--- src/rtl/multicycle_control_if.sv ---
// Bus between the multicycle controller and its datapath: the datapath
// provides instruction and status inputs, the controller drives the strobes.
interface multicycle_control_if;
   logic [31:0] instr;
   logic        zero;
   logic        mul_done;
   logic        ir_write;
   logic        pc_write;
   logic [1:0]  pc_src;
   logic        reg_write;
   logic [1:0]  reg_dst;
   logic [1:0]  wb_sel;
   logic        alu_src_imm;
   logic [1:0]  alu_op;
   logic        mem_read;
   logic        mem_write;
   logic        mul_start;
   logic        halted;
   logic [15:0] retired;

   // controller side
   modport master (
      input  instr, zero, mul_done,
      output ir_write, pc_write, pc_src, reg_write, reg_dst, wb_sel,
             alu_src_imm, alu_op, mem_read, mem_write, mul_start, halted,
             retired
   );

   // datapath side
   modport slave (
      output instr, zero, mul_done,
      input  ir_write, pc_write, pc_src, reg_write, reg_dst, wb_sel,
             alu_src_imm, alu_op, mem_read, mem_write, mul_start, halted,
             retired
   );
endinterface

--- src/rtl/multicycle_control.sv ---
// Multicycle MIPS-subset control FSM. Outputs are decoded from the current
// state; only DECODE looks at instr directly, and the instruction class is
// latched on leaving DECODE so later states are immune to instr changes.
module multicycle_control (
   input logic                 clk,
   input logic                 reset,
   multicycle_control_if.master bus
);
   localparam logic [2:0] S_FETCH   = 3'd0;
   localparam logic [2:0] S_DECODE  = 3'd1;
   localparam logic [2:0] S_EXEC    = 3'd2;
   localparam logic [2:0] S_MEMACC  = 3'd3;
   localparam logic [2:0] S_MULWAIT = 3'd4;
   localparam logic [2:0] S_WB      = 3'd5;
   localparam logic [2:0] S_HALT    = 3'd6;

   localparam logic [5:0] OP_RTYPE = 6'h00;
   localparam logic [5:0] OP_J     = 6'h02;
   localparam logic [5:0] OP_JAL   = 6'h03;
   localparam logic [5:0] OP_BEQ   = 6'h04;
   localparam logic [5:0] OP_ADDI  = 6'h08;
   localparam logic [5:0] OP_LW    = 6'h23;
   localparam logic [5:0] OP_SW    = 6'h2B;
   localparam logic [5:0] FN_JR    = 6'h08;
   localparam logic [5:0] FN_MUL   = 6'h18;

   // instruction classes that need state beyond DECODE
   localparam logic [2:0] C_NONE = 3'd0;
   localparam logic [2:0] C_BEQ  = 3'd1;
   localparam logic [2:0] C_ADDI = 3'd2;
   localparam logic [2:0] C_SW   = 3'd3;
   localparam logic [2:0] C_LW   = 3'd4;
   localparam logic [2:0] C_MUL  = 3'd5;

   logic [2:0]  state, next_state;
   logic [2:0]  cls, dec_cls;
   logic [3:0]  wait_cnt;
   logic [15:0] retired_q;
   logic        is_jal, is_j, is_jr;
   logic [5:0]  opcode, funct;
   logic        unused_instr_bits;

   assign opcode = bus.instr[31:26];
   assign funct  = bus.instr[5:0];
   assign unused_instr_bits = ^bus.instr[25:6];

   assign is_jal = (opcode == OP_JAL);
   assign is_j   = (opcode == OP_J);
   assign is_jr  = (opcode == OP_RTYPE) && (funct == FN_JR);

   // classify the instruction for the multi-state paths
   always_comb begin
      dec_cls = C_NONE;
      case (opcode)
         OP_BEQ:   dec_cls = C_BEQ;
         OP_ADDI:  dec_cls = C_ADDI;
         OP_SW:    dec_cls = C_SW;
         OP_LW:    dec_cls = C_LW;
         OP_RTYPE: if (funct == FN_MUL) dec_cls = C_MUL;
         default:  dec_cls = C_NONE;
      endcase
   end

   // next-state selection
   always_comb begin
      next_state = state;
      case (state)
         S_FETCH:  next_state = S_DECODE;
         S_DECODE: begin
            if (is_jal || is_j || is_jr) next_state = S_FETCH;
            else if (dec_cls == C_MUL)   next_state = S_MULWAIT;
            else if (dec_cls != C_NONE)  next_state = S_EXEC;
            else                         next_state = S_HALT;
         end
         S_EXEC: begin
            if (cls == C_BEQ)       next_state = S_FETCH;
            else if (cls == C_ADDI) next_state = S_WB;
            else                    next_state = S_MEMACC;
         end
         S_MEMACC:  next_state = (cls == C_LW) ? S_WB : S_FETCH;
         // done wins over timeout on the 16th wait cycle
         S_MULWAIT: begin
            if (bus.mul_done)           next_state = S_WB;
            else if (wait_cnt == 4'hF)  next_state = S_HALT;
            else                        next_state = S_MULWAIT;
         end
         S_WB:      next_state = S_FETCH;
         S_HALT:    next_state = S_HALT;
         default:   next_state = S_HALT;
      endcase
   end

   // state, latched class, wait counter and retire counter
   always_ff @(posedge clk or posedge reset) begin
      if (reset) begin
         state     <= S_FETCH;
         cls       <= C_NONE;
         wait_cnt  <= 4'd0;
         retired_q <= 16'd0;
      end else begin
         state <= next_state;
         if (state == S_DECODE) cls <= dec_cls;
         // counter idles at zero so it is clear on every MULWAIT entry
         if (state == S_MULWAIT) wait_cnt <= wait_cnt + 4'd1;
         else                    wait_cnt <= 4'd0;
         if (next_state == S_FETCH) retired_q <= retired_q + 16'd1;
      end
   end

   assign bus.retired = retired_q;

   // per-state control strobes; everything defaults low
   always_comb begin
      bus.ir_write    = 1'b0;
      bus.pc_write    = 1'b0;
      bus.pc_src      = 2'd0;
      bus.reg_write   = 1'b0;
      bus.reg_dst     = 2'd0;
      bus.wb_sel      = 2'd0;
      bus.alu_src_imm = 1'b0;
      bus.alu_op      = 2'd0;
      bus.mem_read    = 1'b0;
      bus.mem_write   = 1'b0;
      bus.mul_start   = 1'b0;
      bus.halted      = 1'b0;
      case (state)
         S_FETCH: begin
            bus.ir_write = 1'b1;
            bus.pc_write = 1'b1;
         end
         S_DECODE: begin
            if (is_jal) begin
               bus.pc_write  = 1'b1;
               bus.pc_src    = 2'd2;
               bus.reg_write = 1'b1;
               bus.reg_dst   = 2'd2;
               bus.wb_sel    = 2'd2;
            end else if (is_j) begin
               bus.pc_write = 1'b1;
               bus.pc_src   = 2'd2;
            end else if (is_jr) begin
               bus.pc_write = 1'b1;
               bus.pc_src   = 2'd3;
            end else if (dec_cls == C_MUL) begin
               bus.mul_start = 1'b1;
            end
         end
         S_EXEC: begin
            if (cls == C_BEQ) begin
               bus.alu_op = 2'd1;
               if (bus.zero) begin
                  bus.pc_write = 1'b1;
                  bus.pc_src   = 2'd1;
               end
            end else begin
               bus.alu_src_imm = 1'b1;
            end
         end
         S_MEMACC: begin
            if (cls == C_LW) bus.mem_read  = 1'b1;
            else             bus.mem_write = 1'b1;
         end
         S_WB: begin
            bus.reg_write = 1'b1;
            if (cls == C_LW) begin
               bus.wb_sel = 2'd1;
            end else if (cls == C_MUL) begin
               bus.reg_dst = 2'd1;
               bus.wb_sel  = 2'd3;
            end
         end
         S_HALT:  bus.halted = 1'b1;
         default: ;
      endcase
   end
endmodule

--- src/flat_wrapper.sv ---
// flat-port wrapper written by rule: the top's interface ports become plain ports
module multicycle_control_flat 
  (clk, reset, bus_instr, bus_zero, bus_mul_done, bus_ir_write, bus_pc_write, bus_pc_src, bus_reg_write, bus_reg_dst, bus_wb_sel, bus_alu_src_imm, bus_alu_op, bus_mem_read, bus_mem_write, bus_mul_start, bus_halted, bus_retired);
  multicycle_control_if bus_i ();
  input logic clk;
  input logic reset;
  input wire logic [$bits(bus_i.instr)-1:0] bus_instr;
  input wire logic [$bits(bus_i.zero)-1:0] bus_zero;
  input wire logic [$bits(bus_i.mul_done)-1:0] bus_mul_done;
  output wire logic [$bits(bus_i.ir_write)-1:0] bus_ir_write;
  output wire logic [$bits(bus_i.pc_write)-1:0] bus_pc_write;
  output wire logic [$bits(bus_i.pc_src)-1:0] bus_pc_src;
  output wire logic [$bits(bus_i.reg_write)-1:0] bus_reg_write;
  output wire logic [$bits(bus_i.reg_dst)-1:0] bus_reg_dst;
  output wire logic [$bits(bus_i.wb_sel)-1:0] bus_wb_sel;
  output wire logic [$bits(bus_i.alu_src_imm)-1:0] bus_alu_src_imm;
  output wire logic [$bits(bus_i.alu_op)-1:0] bus_alu_op;
  output wire logic [$bits(bus_i.mem_read)-1:0] bus_mem_read;
  output wire logic [$bits(bus_i.mem_write)-1:0] bus_mem_write;
  output wire logic [$bits(bus_i.mul_start)-1:0] bus_mul_start;
  output wire logic [$bits(bus_i.halted)-1:0] bus_halted;
  output wire logic [$bits(bus_i.retired)-1:0] bus_retired;
  assign bus_i.instr = bus_instr;
  assign bus_i.zero = bus_zero;
  assign bus_i.mul_done = bus_mul_done;
  assign bus_ir_write = bus_i.ir_write;
  assign bus_pc_write = bus_i.pc_write;
  assign bus_pc_src = bus_i.pc_src;
  assign bus_reg_write = bus_i.reg_write;
  assign bus_reg_dst = bus_i.reg_dst;
  assign bus_wb_sel = bus_i.wb_sel;
  assign bus_alu_src_imm = bus_i.alu_src_imm;
  assign bus_alu_op = bus_i.alu_op;
  assign bus_mem_read = bus_i.mem_read;
  assign bus_mem_write = bus_i.mem_write;
  assign bus_mul_start = bus_i.mul_start;
  assign bus_halted = bus_i.halted;
  assign bus_retired = bus_i.retired;
  multicycle_control u_core (.clk(clk), .reset(reset), .bus(bus_i));
endmodule
--- config.mk ---
export PLATFORM = sky130hd
export DESIGN_NAME = multicycle_control_flat
export DESIGN_NICKNAME = d
export VERILOG_FILES = /design/src/rtl/multicycle_control_if.sv /design/src/rtl/multicycle_control.sv /design/src/flat_wrapper.sv
export SDC_FILE = /design/constraint.sdc
export NUM_CORES = 1
export LEC_CHECK = 0
export ABC_AREA = 1
export CAP_MARGIN = 20
export CORE_AREA = 2 2 66 68
export CTS_CLUSTER_DIAMETER = 30
export DETAILED_ROUTE_END_ITERATION = 12
export DIE_AREA = 0 0 68 70
export HOLD_SLACK_MARGIN = 0.15
export MAX_ROUTING_LAYER = met4
export PLACE_DENSITY = 0.82
export SLEW_MARGIN = 20
export SYNTH_ARGS = -nofsm -noshare
export SYNTH_HDL_FRONTEND = slang
export SYNTH_SLANG_ARGS = --single-unit
--- constraint.sdc ---
create_clock -name clk -period 2.9 [get_ports clk]
set_input_delay 0.725 -clock clk [delete_from_list [all_inputs] [get_ports clk]]
set_output_delay 0.725 -clock clk [all_outputs]
set_load 0.1 [all_outputs]
* Word level (Yosys, flattened, before mapping)
Index checks and enable logic that the tools add are counted.
** Operators by class
- Add/subtract/negate cells :: 2
- Eq/ne operators :: 20
- Muxes and demuxes :: 48
- Reduce and logical (&&, ||, !) cells :: 7
** Operators by type and width (count)
- 3-bit 2-to-1 mux :: 8
- 1-bit 2-to-1 mux :: 22
- 2-bit 2-to-1 mux :: 10
- 3-bit == test, second input constant :: 6
- 3-bit one-hot mux with 6 select lines :: 1
- 16-bit by 1-bit adder with 16-bit output, second input constant :: 1
- 3-bit one-hot mux with 5 select lines :: 1
- 6-bit by 2-bit == test with 1-bit output, second input constant :: 2
- 6-bit by 4-bit == test with 1-bit output, second input constant :: 2
- 6-bit == test, second input constant :: 2
- 2-bit one-hot mux with 2 select lines :: 3
- 3-bit by 2-bit == test with 1-bit output, second input constant :: 3
- 3-bit by 1-bit == test with 1-bit output, second input constant :: 2
- 6-bit by 3-bit == test with 1-bit output, second input constant :: 1
- 6-bit by 5-bit == test with 1-bit output, second input constant :: 1
- 3-bit logical NOT :: 2
- 6-bit logical NOT :: 1
- 4-bit by 1-bit adder with 4-bit output, second input constant :: 1
- 4-bit == test, second input constant :: 1
- 4-bit 2-to-1 mux :: 1
- 1-bit one-hot mux with 3 select lines :: 1
- 3-bit nonzero test :: 1
- 1-bit logical OR :: 2
- 1-bit one-hot mux with 2 select lines :: 1
- 1-bit logical AND :: 1
** Storage, ports and cells
- Bits in registers :: 26
- Bits of input ports :: 36
- Output and inout bits :: 32
- Logic and storage cells :: 81

* Logic depth before layout (Yosys ltp)
Gate-level depths: netlist of run 1.
- Depth in word-level cells :: 9
- Depth in mapped cells :: 13
- Mapped depth without buffers :: 12

* Least setup slack after synthesis of run 1
OpenSTA, ideal clock, no wires.
- Path kind :: register to output
- From :: reg u_core.state[1]
- To :: out bus_wb_sel[1]
- Data arrival time :: 4.455 ns
- Path slack :: -2.280 ns
- Cell stages (with the launch flop) :: 7
- Buffers on the path :: 0
- Path through :: dfrtp_1 -> inv_1 -> nand2_2 -> inv_1 -> nand2_1 -> nor4_1 -> or2_2
** On the way
- Word-level cells in the longest chain between the ends :: 2
- Elaborated cells between the ends (all ways) :: 3
- Those cells by class :: 2 x eq/ne; 1 x mux
** Ends and longest elaborated chain
- start, declared :: RTL line multicycle_control.sv:35 : logic [2:0] state, next_state;
- start signal, assigned :: RTL line multicycle_control.sv:101 : state <= next_state;
- 3-bit == test / 3-bit by 1-bit == test with 1-bit output (equally long branches) :: RTL line multicycle_control.sv:126 : case (state)
- 2-bit one-hot mux with 2 select lines * :: RTL line multicycle_control.sv:126
- end, declared :: RTL line flat_wrapper.sv:15 : output wire logic [$bits(bus_i.wb_sel)-1:0] bus_wb_sel;
Mark *: on every way between the ends. The rest lies on a longest branch, timed or not.

* Worst setup path after layout of run 1
- From :: in bus_instr[5]
- To :: out bus_pc_write
** On the way
- Word-level cells in the longest chain between the ends :: 6
** Ends and longest elaborated chain
- start, declared :: RTL line flat_wrapper.sv:7 : input wire logic [$bits(bus_i.instr)-1:0] bus_instr;
- 6-bit by 4-bit == test with 1-bit output :: RTL line multicycle_control.sv:49 : assign is_jr = (opcode == OP_RTYPE) && (funct == FN_JR);
- 1-bit logical AND :: RTL line multicycle_control.sv:49
- 1-bit 2-to-1 mux :: RTL line multicycle_control.sv:141 : end else if (is_jr) begin
- 1-bit 2-to-1 mux :: RTL line multicycle_control.sv:138 : end else if (is_j) begin
- 1-bit 2-to-1 mux :: RTL line multicycle_control.sv:132 : if (is_jal) begin
- 1-bit one-hot mux with 3 select lines :: RTL line multicycle_control.sv:126
- end, declared :: RTL line flat_wrapper.sv:11 : output wire logic [$bits(bus_i.pc_write)-1:0] bus_pc_write;
Every way passes these cells.

==> results of run 1 <==
power groups by stage:
stage	logic, mW	clock network (mW)	registers (mW)
after global placement	1.39	0	0.523
after detailed placement	1.41	0	0.525
after floorplan	0.942	0	0.679
after global routing	1.50	0.321	0.531
after CTS	1.41	0.309	0.518
final	1.40	0.301	0.520
cell usage in the layout, fill, tap and decap left out, types with 3 or more instances in the layout:
cell type,netlist,final
sky130_fd_sc_hd__nand2_1,70,69
sky130_fd_sc_hd__buf_4,2,34
sky130_fd_sc_hd__inv_1,30,29
sky130_fd_sc_hd__nor2_1,31,26
sky130_fd_sc_hd__dfrtp_1,26,26
sky130_fd_sc_hd__nand4_1,19,19
sky130_fd_sc_hd__nand3_1,16,16
sky130_fd_sc_hd__clkdlybuf4s50_1,0,15
sky130_fd_sc_hd__buf_12,0,10
sky130_fd_sc_hd__xor2_1,9,9
sky130_fd_sc_hd__nor2_2,3,8
sky130_fd_sc_hd__o21ai_0,8,6
sky130_fd_sc_hd__xnor2_1,6,6
sky130_fd_sc_hd__inv_2,3,4
sky130_fd_sc_hd__nand3_2,3,3
sky130_fd_sc_hd__clkbuf_8,0,3
synthesized netlist by cell type, drive strengths merged:
library cell,instances
nor3b,1
dfrtp,26
xor2,9
nand3,19
o21ai,8
nand4,21
nand3b,1
nor4,2
buf,5
nor3,4
o211ai,1
xnor2,6
a21oi,1
inv,33
or2,3
nand2,72
ha,2
nor2,38
conb,1
layer usage:
metal | vias to the layer above | part of all wire [%] | global-route usage, %
li1 | 928 | - | -
met1 | 837 | 43 | 25.52
met2 | 50 | 52 | 35.28
met3 | 7 | 3.4 | 1.771
met4 | 0 | 1.3 | 5.778
met5 | - | 0 | -
worst min-delay path by stage:
stage                  startpoint                 end  slack, ps
4_1_cts        u_core.wait_cnt[0]  u_core.wait_cnt[0]        470
2_1_floorplan  u_core.wait_cnt[0]  u_core.wait_cnt[0]        430
3_3_place_gp   u_core.wait_cnt[0]  u_core.wait_cnt[0]        450
6_report       u_core.wait_cnt[0]  u_core.wait_cnt[0]        460
3_5_place_dp   u_core.wait_cnt[0]  u_core.wait_cnt[0]        450
5_1_grt        u_core.wait_cnt[0]  u_core.wait_cnt[0]        510
cell families (layout without fill, tap and decap cells):
logic type / Yosys count / in the layout / synth area share (%)
AO/OA/AOI/OAI: 10 / 10 / 3.709
XOR/XNOR: 15 / 15 / 7.080
adder cells (fa/ha/maj): 2 / 2 / 1.348
buffers and inverters: 38 / 96 / 8.968
flip-flops: 26 / 26 / 35.06
other: 1 / 1 / 0.2021
AND/OR/NAND/NOR: 161 / 161 / 43.63
stage by stage:
stage          hold WS, ps  TNS (ps)  instances  setup WS (ps)  power, mW
6_report             463.3         0        363          63.25      2.220
5_1_grt              507.0    -35.94        363         -35.94      2.349
4_1_cts              465.7         0        363          16.76      2.239
3_5_place_dp         453.1         0        359          10.91      1.933
3_3_place_gp         453.5         0        359          37.76      1.911
2_1_floorplan        433.1     -1259        253         -424.4      1.620
area by class of cell:
cell class / instances / share of cell area (%)
Clock buffer: 3 / 1.583
Clock inverter: 1 / 1.151
Inverter: 33 / 4.748
Multi-Input combinational cell: 189 / 41.87
Sequential cell: 26 / 24.94
Tap cell: 52 / 2.494
Timing Repair Buffer: 59 / 23.21
worst max-delay path, cell delays in order:
cell,delay [ps]
sky130_fd_sc_hd__clkdlybuf4s50_1,410
sky130_fd_sc_hd__or2_2,300
sky130_fd_sc_hd__nor2_2,110
sky130_fd_sc_hd__nand2_2,90
sky130_fd_sc_hd__nand2_1,80
sky130_fd_sc_hd__nand2_1,70
sky130_fd_sc_hd__nand3b_1,130
sky130_fd_sc_hd__buf_12,190
sequential cells by signal (all words and copies together), names as in the netlist:
signal              cells
u_core.bus.retired     16
u_core.cls              3
u_core.state            3
u_core.wait_cnt         4
==> impl_metrics.toml, run 1 <==
[final_layout]
multiInputGateArea_um2 = 1092
final_layout_size_suffix_gt1_share_pct = 26.69
utilization_pct = 62.95
regArea_um2 = 650.6
area_delta_synth_final_pct = 40.59
n_antenna_cell = 0
fin_nets = 350
num-fill-cells = 364
finish.instance_area_um2 = 2609

[detailed_routing]
route.final.wire_length_um = 4246
wl_per_cell_um = 11.70
via_density_per_instance = 5.019
drc_errors = 0
final_antenna_net_count = 0
drt_iter0_markers = 116
drt_first_pass_iters = 4
vias = 1822

[cts]
clk_pin_slew_ps = 90
tritoncts.num_buffers = 3
tritoncts = "yes"
post-cts-setup-buffer-count = 0
postCtsHoldBufs = 0
clock_path_buffers = 2
postCtsResizedCells = 0
htreeDepth = 1
clkSinkCount = 26
worst_skew_late_latency_ps = 270
root_buffer_cell = "sky130_fd_sc_hd__clkbuf_8"

[floorplanning]
fp.dieH_um = 70
die-area_um2 = 4760
placement_rows = 24
io-pin-count = 68
initial_utilization_pct = 44.78
die_w_um = 68
fp.coreArea_um2 = 4144

[power]
net-switching-power_mw = 1.203
internal_power_mw = 1.017
pwr_density_cell_nw_per_um2 = 850.9
switching_share_pct = 54.20
fraction_of_power_consumed_by_the_clock_network_pct = 13.6
leakage_nw = 1.298
part_of_the_power_in_combinational_logic_pct = 63.0
power_frac_seq_pct = 23.4
worst_ir_drop_on_vdd_mv = 0.5816

[logic_synthesis]
netlist_area_um2 = 1856
yosys.area.top_type = "sky130_fd_sc_hd__dfrtp_1"
synth_cell_types = 31
total_of_warnings_raised_by_yosys = 0
synth_area_leaders = "sky130_fd_sc_hd__dfrtp_1, sky130_fd_sc_hd__nand2_1, sky130_fd_sc_hd__nand4_1, sky130_fd_sc_hd__nor2_1, sky130_fd_sc_hd__inv_1"
average_cell_area_after_synthesis_um2 = 7.334
synth_cells = 253
synth.top_cell.area_share_pct = 35.06
ys_seq_elements = 26
synth-seq-area-share_pct = 35.06
post_syn_nets = 291

[timing]
fmax_mhz = 352.5
setup_viol = 0
grt_setup_unrepaired = "true"
slew_violations = 0
final.period_utilization_pct = 97.82
period_minus_slack_ps = 2837
clock-skew-final_ps = 3.409
finalHoldViolations = 0

[setup_path]
rr_startpoint = "u_core.state[1]"
timing.critical_path.required_ps = 2170
worstSetupEndpoint = "bus_pc_write"
criticalPathCategory = "in2out"
crit_path_max_fanout = 4
critPathCaptureType = "output port"
startpoint_type = "primary input"
regToRegSetupSlack_ps = 1010
critical_path.reg2reg.endpoint = "u_core.bus.retired[14]"
rr_worst_depth = 10
critPathLaunch = "bus_instr[5]"
cp.arrival_ps = 2110

[global_route]
grt_pass1_vias = 1762
total_gr_overflow = 0
maximum_number_of_pins_on_one_net_before_global_route_repair = 19
grt_pass1_wl_um = 7624
antenna_violations_before_repair = 0
grtUsageTotal_pct = 20.58

[place]
dpl-instance-area_um2 = 2521
dp_hpwl_um = 3342
gpl.final_weighted_congestion = 0.8896
port_buffers = 46

[run_status]
run_status = "completed"

[worst_hold_path]
timing.hold.worst.class = "reg2reg"
timing.hold.worst_path_depth = 1

[flow_run]
number_of_max_capacitance_violations_reported = 0
Power figures use the tool's default switching activity.
==> inputs of run 2 (changes only) <==
ABC_CLOCK_PERIOD_IN_PS = 2900   (was default)
==> results of run 2 <==
Final layout, timing and power as in run 1 (identical DEF).
==> inputs of run 3 (changes only) <==
SLEW_MARGIN = 10   (was 20)
==> results of run 3 <==
Final layout, timing and power as in run 1 (identical DEF).
